[src/rtl/me_stage.sv]
// Memory-access pipeline stage: holds one instruction from EX, waits for the data SRAM
// response when a request was issued, aligns load data and hands the result to WB.
module me_stage (
  input  logic        clk,
  input  logic        resetn,
  input  logic        EX_to_ME_Valid,
  input  logic [74:0] EX_to_ME_Bus,
  output logic        ME_Allow_in,
  input  logic        WB_Allow_in,
  output logic        ME_to_WB_Valid,
  output logic [69:0] ME_to_WB_Bus,
  input  logic        data_sram_data_ok,
  input  logic [31:0] data_sram_rdata,
  output logic [4:0]  ME_dest,
  output logic [31:0] ME_Forward_Res,
  output logic        ME_Load_Busy
);

  localparam int unsigned DATA_W = 32;
  localparam int unsigned REG_W  = 5;
  localparam int unsigned OP_W   = 3;

  localparam logic [1:0] IDLE = 2'd0;
  localparam logic [1:0] WAIT = 2'd1;
  localparam logic [1:0] HOLD = 2'd2;

  localparam logic [OP_W-1:0] OP_LD_B  = 3'b000;
  localparam logic [OP_W-1:0] OP_LD_H  = 3'b001;
  localparam logic [OP_W-1:0] OP_LD_BU = 3'b100;
  localparam logic [OP_W-1:0] OP_LD_HU = 3'b101;

  logic [1:0]        state_q, state_d;
  logic              me_valid_q;
  logic [DATA_W-1:0] hold_q, hold_d;

  logic [DATA_W-1:0] pc_q;
  logic              gr_we_q;
  logic [REG_W-1:0]  dest_q;
  logic [DATA_W-1:0] alu_result_q;
  logic              res_from_mem_q;
  logic [OP_W-1:0]   mem_op_q;
  logic              mem_req_q;

  logic              me_ready_go;
  logic              accept;
  logic              leave;
  logic              in_mem_req;
  logic [DATA_W-1:0] load_word;
  logic [7:0]        load_byte;
  logic [15:0]       load_half;
  logic [DATA_W-1:0] load_result;
  logic [DATA_W-1:0] final_result;

  assign in_mem_req = EX_to_ME_Bus[0];

  // Handshake: ME may proceed once its memory response (if any) is in hand.
  assign me_ready_go = (me_valid_q && !mem_req_q)
                     || (state_q == WAIT && data_sram_data_ok)
                     || (state_q == HOLD);
  assign ME_Allow_in    = !me_valid_q || (me_ready_go && WB_Allow_in);
  assign ME_to_WB_Valid = me_valid_q && me_ready_go;
  assign accept         = EX_to_ME_Valid && ME_Allow_in;
  assign leave          = me_valid_q && me_ready_go && WB_Allow_in;

  // Next-state and hold-buffer capture for the outstanding memory response.
  always_comb begin
    state_d = state_q;
    hold_d  = hold_q;
    if (accept) begin
      state_d = in_mem_req ? WAIT : IDLE;
    end else if (leave) begin
      state_d = IDLE;
    end else begin
      case (state_q)
        WAIT: begin
          if (data_sram_data_ok && !WB_Allow_in) begin
            state_d = HOLD;
            hold_d  = data_sram_rdata;
          end
        end
        HOLD:    state_d = HOLD;
        IDLE:    state_d = IDLE;
        default: state_d = IDLE;
      endcase
    end
  end

  always_ff @(posedge clk or negedge resetn) begin
    if (!resetn) begin
      state_q    <= IDLE;
      me_valid_q <= 1'b0;
      hold_q     <= '0;
    end else begin
      state_q <= state_d;
      hold_q  <= hold_d;
      if (ME_Allow_in) begin
        me_valid_q <= EX_to_ME_Valid;
      end
    end
  end

  // Payload registers carry no reset; every consumer is qualified by me_valid_q.
  always_ff @(posedge clk) begin
    if (accept) begin
      pc_q           <= EX_to_ME_Bus[74:43];
      gr_we_q        <= EX_to_ME_Bus[42];
      dest_q         <= EX_to_ME_Bus[41:37];
      alu_result_q   <= EX_to_ME_Bus[36:5];
      res_from_mem_q <= EX_to_ME_Bus[4];
      mem_op_q       <= EX_to_ME_Bus[3:1];
      mem_req_q      <= EX_to_ME_Bus[0];
    end
  end

  // Load alignment: buffered word once parked in HOLD, otherwise the live response.
  always_comb begin
    load_word = (state_q == HOLD) ? hold_q : data_sram_rdata;
    load_byte = load_word[7:0];
    case (alu_result_q[1:0])
      2'b00:   load_byte = load_word[7:0];
      2'b01:   load_byte = load_word[15:8];
      2'b10:   load_byte = load_word[23:16];
      2'b11:   load_byte = load_word[31:24];
      default: load_byte = load_word[7:0];
    endcase
    load_half = alu_result_q[1] ? load_word[31:16] : load_word[15:0];
    case (mem_op_q)
      OP_LD_B:  load_result = {{24{load_byte[7]}}, load_byte};
      OP_LD_H:  load_result = {{16{load_half[15]}}, load_half};
      OP_LD_BU: load_result = {24'd0, load_byte};
      OP_LD_HU: load_result = {16'd0, load_half};
      default:  load_result = load_word;
    endcase
    final_result = res_from_mem_q ? load_result : alu_result_q;
  end

  assign ME_to_WB_Bus   = {pc_q, gr_we_q, dest_q, final_result};
  assign ME_dest        = dest_q & {REG_W{gr_we_q && me_valid_q}};
  assign ME_Forward_Res = final_result;
  assign ME_Load_Busy   = me_valid_q && res_from_mem_q && !me_ready_go;

endmodule

[config.mk]
export PLATFORM = sky130hd
export DESIGN_NAME = me_stage
export DESIGN_NICKNAME = d
export VERILOG_FILES = /design/src/rtl/me_stage.sv
export SDC_FILE = /design/constraint.sdc
export NUM_CORES = 1
export LEC_CHECK = 0
export ABC_AREA = 1
export BUFFER_PORTS_ARGS = -buffer_cell sky130_fd_sc_hd__buf_4
export CORE_MARGIN = 2
export CORE_UTILIZATION = 40
export DETAILED_ROUTE_END_ITERATION = 12
export PLACE_DENSITY = 0.65
export RECOVER_POWER = 50
export SYNTH_ARGS = -nofsm -noshare
export SYNTH_HDL_FRONTEND = slang
export SYNTH_SLANG_ARGS = --single-unit
export TNS_END_PERCENT = 10
[constraint.sdc]
create_clock -name clk -period 5.15 [get_ports clk]
set_input_delay 0.2575 -clock clk [delete_from_list [all_inputs] [get_ports clk]]
set_output_delay 0.2575 -clock clk [all_outputs]
set_load 0.02 [all_outputs]
# Word level (Yosys, flattened, before mapping)
# Cells that the tools add are included.
# totals
output_inout_bits	110
wordCells	52
input_bits	112
ff_bits	110
# classes
n_reduce_logical	20
n_bitwise	3
muxes	10
n_eq_ne	9
# ops
operator	n
case mux 32 bit (4 select lines)	1
two-way mux 32 bit	2
case mux 8 bit (4 select lines)	1
two-way mux 16 bit	1
logical AND 1 bit	10
== test 2 bit (second input constant)	3
== test 3 bit (second input constant)	2
two-way mux 2 bit	3
bitwise AND 5 bit	1
== test 2 x 1 -> 1 bit (second input constant)	2
zero test 1 bit	4
inequality test 4 x 3 -> 1 bit (second input constant)	1
case mux 2 bit (2 select lines)	1
AND reduction 4 bit	1
== test 3 x 1 -> 1 bit (second input constant)	1
zero test 3 bit	1
logical OR 1 bit	3
zero test 2 bit	1
NOT 1 bit	2
two-way mux 1 bit	1

# Logic depth before layout (Yosys ltp)
# Gate-level depths: netlist of the first run.
# logic_depth
ltp_word	9
depth_mapped	15
mapped_depth_nobuf	12

# Worst setup path after synthesis of the first run
# OpenSTA, ideal clock, no wires.
# synth_path
kind	register -> register
from	register state_q[1]
to	register alu_result_q[0] (enable)
path_buffers	0
setup_time_ns	0.510
arrival_ns	4.130
path_stages_with_launch	9
setup_slack_ns	0.510
t_required_ns	4.640
period_less_slack_ns	4.640
path_cell_list	dfrtp_1 inv_1 ha_1 nand2_1 o21ai_2 nor2_2 nand2_2 nand2_1 nor2_1
# synth_between
elab_chain_cells	7
elab_cells_between_ends	8
classes_between	2 x eq/ne; 6 x reduce/logical
# synth_lines
item	line	text
start, declared	32	logic [1:0] state_q, state_d;
start signal, assigned	94	state_q <= state_d;
== test 2 x 1 -> 1 bit	58	|| (state_q == WAIT && data_sram_data_ok)
logical AND 1 bit	58	
logical OR 1 bit	58	
logical OR 1 bit *	59	|| (state_q == HOLD);
logical AND 1 bit *	60	assign ME_Allow_in = !me_valid_q || (me_ready_go && WB_Allow_in);
logical OR 1 bit *	60	
logical AND 1 bit *	62	assign accept = EX_to_ME_Valid && ME_Allow_in;
named net accept	45	logic accept;
end signal, assigned	108	alu_result_q <= EX_to_ME_Bus[36:5];
end, declared	39	logic [DATA_W-1:0] alu_result_q;
# Mark *: on every way through the listed nets, which the timed path passes. The rest lies on a longest branch.
# A chain may end at the register's enable or synchronous reset.

# Final worst setup path of the first run
# layout_path
from	register state_q[0]
to	register hold_q[9]
# layout_between
elab_chain_cells	9
elab_cells_between_ends	13
classes_between	2 x eq/ne; 2 x bitwise; 9 x reduce/logical
# layout_lines
item	line	text
== test 2 x 1 -> 1 bit	58, 74	
logical AND 1 bit	58	
logical OR 1 bit	58	
logical OR 1 bit	59	
logical AND 1 bit	60	
logical OR 1 bit	60	
logical AND 1 bit	62	
NOT 1 bit (no source line)	n/a	
AND reduction 4 bit (no source line) *	n/a	
end signal, assigned	95	hold_q <= hold_d;
end, declared	34	logic [DATA_W-1:0] hold_q, hold_d;
# Every way passes the cells marked *; elsewhere a longest branch is shown, timed or not.

==> results.cfg, run 1 <==
[worst_setup_path]
end_kind = register
crit_buf_inv = 1
crit_type = reg2reg
crit_chain = inv_1 > ha_1 > nor2_1 > nand2_1 > nand3_1 > nand2_1 > nand2_1 > o21ai_2
crit_fanout = 53
r2r_slack_ns = 1.44
crit_path_start_kind = register
cpMostUsedCell = nand2_1
required_ns = 5.41
path_delay_family = simple AND/OR/NAND/NOR gates
crit_arrival_ns = 3.97
crit_path_max_incr_delay_ns = 1.56
crit_slowest_cell = nand2_1

[sta]
period_share_pct = 72.1
finalSetupTns_ns = 0
fin_skew_ns = 0.00796
fin_crit_ns = 3.71
slew_violations = 90
finalSetupViolCount = 0
max_slew_margin_pct = -31.3
layout_setup_ws_ns = 1.44
worstMarginPinSlew_ns = 1.97
rsz0062_at_grt = false
max_freq_ghz = 0.269
hold_viol_final = 0

[place]
pre_cts_slack_ns = 1.84
place_congestion = 0.916
portBuffers = 221
dp_hpwl_um = 11700

[min_path]
hold_path.class = in2reg

[logic_synthesis]
synth.distinct_cells = 34
ys_warn_count = 0
synth_top_cell_by_area = edfxtp_1
synth_top_area_share_pct = 38.5
syn_avg_cell_area_um2 = 9.11
syn_area_mm2 = 0.00585
ys_seq_area_share_pct = 53.5
syn_nets = 756
ys_ff_latch = 110
synth_area_leaders = edfxtp_1 39%, dfrtp_1 15%, nand2_1 12%
synth_cells = 642

[routing]
drc = 0
drt-pass1-iter-count = 4
drt_iter0_drc = 254
antenna_left = 0
vias = 4781
drt-total-wl_um = 15200
vias_per_cell = 4.76
avgRoutedWirePerCell_um = 15.1

[global_route]
grt_pass1_wl_um = 24100
grt_max_degree = 54
grt_pass1_vias = 4715
grt_antenna_before_repair = 0
grt-ovfl-total = 0
grt_usage_pct = 19.6

[floorplan]
die_x_um = 125
start_util_pct = 40.5
io_pins = 222
core_area_mm2 = 0.0144
die_h_um = 125
fp-row-count = 44
die-area_mm2 = 0.0156

[clocking]
htreeDepth = 3
cts_setup_buffers = 0
cts_buffers = 9
holdBufCountCts = 1
root_buffer = clkbuf_16
clock_latency_ns = 0.36
cts_tree = yes
cts_max_path_buffers = 2
path_clk_slew_ns = 0.08
cts_resized = 0
clkSinkCount = 110

[finish]
areaGrowthSynthToFinish_pct = 26.3
nNetsFinal = 929
drive_gt1_share_pct = 30.9
n_antenna_cell = 0

[flow_run]
cap_violations = 2

[pwr]
swShare_pct = 37.4
p_per_area_mw_per_mm2 = 406
clockPowerShare_pct = 22.7
seq_power_share_pct = 40.8
p_int_mw = 1.88
power_frac_comb_pct = 36.5
switching_power_mw = 1.12
ir_drop_mv = 0.290
p_leak_nw = 3.58

[run_status]
status = finished, violations left
violations = max-capacitance violations, max-slew violations
==> metrics by stage <==
step	hold WS (ns)	instances	total power, mW	instance area, µm²	util, %
2_1_floorplan	-0.0381	642	2.03	5850	-
3_3_place_gp	0.237	987	2.37	7290	50.5
3_5_place_dp	0.249	987	2.39	7290	50.5
4_1_cts	0.0532	1004	3.08	7590	52.6
5_1_grt	0.0726	1004	3.18	7390	51.2
6_report	0.0872	1004	3.00	7390	51.2
==> cell families after synthesis <==
family          count (synthesis)  share of synthesized area [%]
flops                         110                           53.5
fa+ha+maj                       2                          0.428
simple gates                  313                           24.4
compound gates                 79                           8.52
buf+inv                       138                           13.2
==> synthesized netlist by cell type, drive strengths merged <==
cell,n
inv,74
or2,16
clkinv,1
nand2,191
o21ai,52
a31oi,1
dfrtp,35
and2,4
o311ai,1
clkbuf,7
ha,2
nor3,2
nor2,42
o211ai,6
a21oi,19
buf,56
nand3b,1
edfxtp,75
nand3,53
nand4,4
==> placed cells by master (no fill, tap or decap), types with 3 or more instances in the layout <==
cell | Yosys | layout
clkbuf_1 | 7 | 44
clkbuf_4 | 0 | 75
nor2_1 | 40 | 40
o21ai_0 | 19 | 19
dfrtp_1 | 35 | 35
o21ai_1 | 11 | 11
nand2_1 | 187 | 189
nand3_1 | 39 | 40
or2_2 | 16 | 16
o21ai_2 | 22 | 22
clkbuf_16 | 0 | 9
a21oi_1 | 19 | 19
nand4_1 | 4 | 4
inv_8 | 1 | 3
inv_1 | 71 | 71
nand3_2 | 12 | 12
o211ai_1 | 6 | 6
edfxtp_1 | 75 | 75
buf_4 | 34 | 105
==> path summary, 6_finish.rpt <==
path,cells after the start,startpoint,end
worst min register to register,2,hold_q[3],hold_q[3]
worst min-delay path,1,EX_to_ME_Bus[13],alu_result_q[8]
worst max register to register,8,state_q[0],hold_q[9]
max in group asynchronous,2,resetn,hold_q[20]
worst max-delay path,8,state_q[0],hold_q[9]
min in group asynchronous,2,resetn,hold_q[21]
==> registers in the layout, indices dropped and copies added (netlist names) <==
register        cells
state_q             2
res_from_mem_q      1
alu_result_q       32
me_valid_q          1
mem_op_q            3
mem_req_q           1
hold_q             32
dest_q              5
gr_we_q             1
pc_q               32
==> power groups by stage <==
stage          registers, mW  clock network (mW)  logic, mW
2_1_floorplan           1.26                   0      0.773
6_report                1.22               0.681       1.10
3_3_place_gp            1.24                   0       1.13
3_5_place_dp            1.24                   0       1.15
5_1_grt                 1.25               0.733       1.20
4_1_cts                 1.22               0.706       1.15
==> area by class of cell <==
| type | instances | area (µm²) |
|---|---|---|
| clock buffers | 9 | 225 |
| well taps | 184 | 230 |
| multi-input cells | 394 | 1920 |
| inverters | 75 | 289 |
| clock inverters | 7 | 65.1 |
| flip-flops and latches | 110 | 3130 |
| repair buffers | 225 | 1530 |
| fillers | 1432 | 7040 |
==> routing by layer <==
layer  vias to the layer above  wire, µm  global-route usage, %
met1                      2164      6000                   23.0
met5                         -         0                      0
met3                        22      1460                   7.90
li1                       2378         -                      -
met2                       217      7380                   33.2
met4                         0       363                   6.27
Note: power is estimated with default switching activity, not from simulation.
==> run 2: changes to the inputs <==
--- a/config.mk
+++ b/config.mk
@@ -10,7 +10,7 @@
 export CORE_MARGIN = 2
 export CORE_UTILIZATION = 40
 export DETAILED_ROUTE_END_ITERATION = 12
-export PLACE_DENSITY = 0.65
+export PLACE_DENSITY = 0.68
 export RECOVER_POWER = 50
 export SYNTH_ARGS = -nofsm -noshare
 export SYNTH_HDL_FRONTEND = slang
==> constraint.sdc (replaced) <==
create_clock -name clk -period 3 [get_ports clk]
set_input_delay 0.15 -clock clk [delete_from_list [all_inputs] [get_ports clk]]
set_output_delay 0.15 -clock clk [all_outputs]
set_load 0.02 [all_outputs]
==> run 2 against run 1 <==
Worst setup slack got worse by 1.0 ns. Critical endpoint is now ME_to_WB_Bus[12]. The run still ends with max-capacitance violations, max-slew violations left. Routed wire length increased by 8.4%. Clock skew decreased by 0.0011 ns. Register-to-register slack got worse by 1.0 ns. Non-clock buffer count increased by 82. Die area unchanged. Total power increased by 75%. Worst hold slack got worse by 0.070 ns. Cell count increased by 8.2%. Sequential cell count unchanged. Sequential power increased by 71%.
==> results.cfg, run 2 (synthesis results as in run 1) <==
[pwr]
clockPowerShare_pct = 22.3
p_per_area_mw_per_mm2 = 639
swShare_pct = 37.0
switching_power_mw = 1.95
seq_power_share_pct = 39.8
power_frac_comb_pct = 37.9
p_leak_nw = 3.92
ir_drop_mv = 0.403
p_int_mw = 3.31

[finish]
n_antenna_cell = 0
fillers = 1302
nNetsFinal = 1011
drive_gt1_share_pct = 29.2
areaGrowthSynthToFinish_pct = 40.6
final_cell_mix = 187 x nand2_1, 109 x buf_4, 76 x dlygate4sd3_1, 75 x edfxtp_1, 75 x clkbuf_4
regArea_mm2 = 0.00313
top_regs = alu_result_q: 32 flops, hold_q: 32 flops, pc_q: 32 flops
multiInputGateArea_mm2 = 0.00193
layout_commonest_cell = nand2_1
final_area_mm2 = 0.00822
layout.cells.non_filler = 1086

[sta]
max_freq_ghz = 0.386
fin_crit_ns = 2.59
worstMarginPinSlew_ns = 1.92
rsz0062_at_grt = false
hold_viol_final = 0
fin_skew_ns = 0.00686
max_slew_margin_pct = -27.9
slew_violations = 36
finalSetupViolCount = 0
period_share_pct = 86.4
finalSetupTns_ns = 0

[global_route]
grt_max_degree = 54
grt_usage_pct = 22.0
grt_pass1_wl_um = 27100
grt_antenna_before_repair = 0
grt_pass1_vias = 5291
grt-ovfl-total = 0

[clocking]
cts_max_path_buffers = 2
cts_tree = yes
root_buffer = clkbuf_16
path_clk_slew_ns = 0.08
clock_latency_ns = 0.36
cts_buffers = 9
clkSinkCount = 110
htreeDepth = 3
cts_setup_buffers = 0

[worst_setup_path]
crit_path_start_kind = register
crit_fanout = 24
crit_slowest_cell = dfrtp_1
cpMostUsedCell = nand2_1
end_kind = output port
crit_type = reg2out
required_ns = 2.85
crit_chain = inv_1 > ha_2 > nand2_1 > nand3_2 > nand2_1 > nand3_2 > nand3_4 > nand2_1 > nand2_1 > nand2_1 > buf_4
crit_path_max_incr_delay_ns = 0.40
crit_arrival_ns = 2.44

[routing]
avgRoutedWirePerCell_um = 15.2
vias = 5112
drc = 0
drt-total-wl_um = 16500
antenna_left = 0
drt-pass1-iter-count = 5
drt_iter0_drc = 312
vias_per_cell = 4.71

[run_status]
status = finished, violations left
violations = max-capacitance violations, max-slew violations

[min_path]
hold_path.class = in2reg

[place]
portBuffers = 221
placed_area_mm2 = 0.00736
dp_hpwl_um = 11700
dp.cells = 994
place_congestion = 0.895

[floorplan]
die-area_mm2 = 0.0156
fp-row-count = 44
die_h_um = 125
core_area_mm2 = 0.0144
io_pins = 222
die_x_um = 125
start_util_pct = 40.5

[flow_run]
cap_violations = 1
run 2: final timing paths:
kind	start	to	slack, ns	cells past startpoint
worst max-delay path	state_q[0]	ME_to_WB_Bus[12]	0.41	11
worst min-delay path	EX_to_ME_Valid	me_valid_q	0.02	3
worst max register to register	state_q[0]	hold_q[16]	0.42	8
worst min register to register	hold_q[10]	hold_q[10]	0.47	2
max in group asynchronous	resetn	hold_q[2]	1.03	2
min in group asynchronous	resetn	me_valid_q	0.86	2
run 2: routing by layer:
layer	global-route usage [%]	vias up	share of wire [%]
met2	38.3	209	50
met3	6.31	20	7.6
met5	0	-	0
li1	-	2548	-
met4	6.21	0	1.9
met1	26.9	2335	41
run 2: stage by stage:
step / setup slack (ns) / power [mW] / hold WS (ns) / util (%)
global route: 0.135 / 5.58 / 0.0247 / 57.0
detailed placement: 0.566 / 4.11 / 0.129 / 51.0
finish: 0.409 / 5.25 / 0.0171 / 57.0
global placement: 0.628 / 4.09 / 0.133 / 51.0
floorplan: 0.469 / 3.48 / -0.146 / -
CTS: 0.170 / 5.37 / 0.0239 / 58.3
run 2: timing repair:
| item | CTS | global route |
|---|---|---|
| endpoints found under the hold margin | 110 | 0 |
| resized for setup | 0 | 1 |
| hold buffers | 76 | 0 |
| endpoints found under the setup margin | 0 | 18 |
run 2: area by class of cell:
cell class                 instances  share of cell area (%)
multi-input combinational        394                    23.5
sequential                       110                    38.1
inverter                          75                    3.52
tap                              184                    2.80
clock inverter                     7                   0.807
clock buffer                       9                    2.74
timing repair buffer             307                    28.6
run 2: worst max-delay path: cells and delay by family (launching register included):
family | cells | cell delay, ns
AND/OR/NAND/NOR | 8 | 1.11
adder cells (fa/ha/maj) | 1 | 0.36
buffers and inverters | 2 | 0.22
flip-flops | 1 | 0.40
run 2: power groups by stage:
stage	registers, mW	clock network [mW]	logic (mW)
finish	2.09	1.17	1.99
global route	2.13	1.26	2.20
CTS	2.09	1.20	2.07
detailed placement	2.12	0	1.99
global placement	2.12	0	1.97
floorplan	2.15	0	1.33
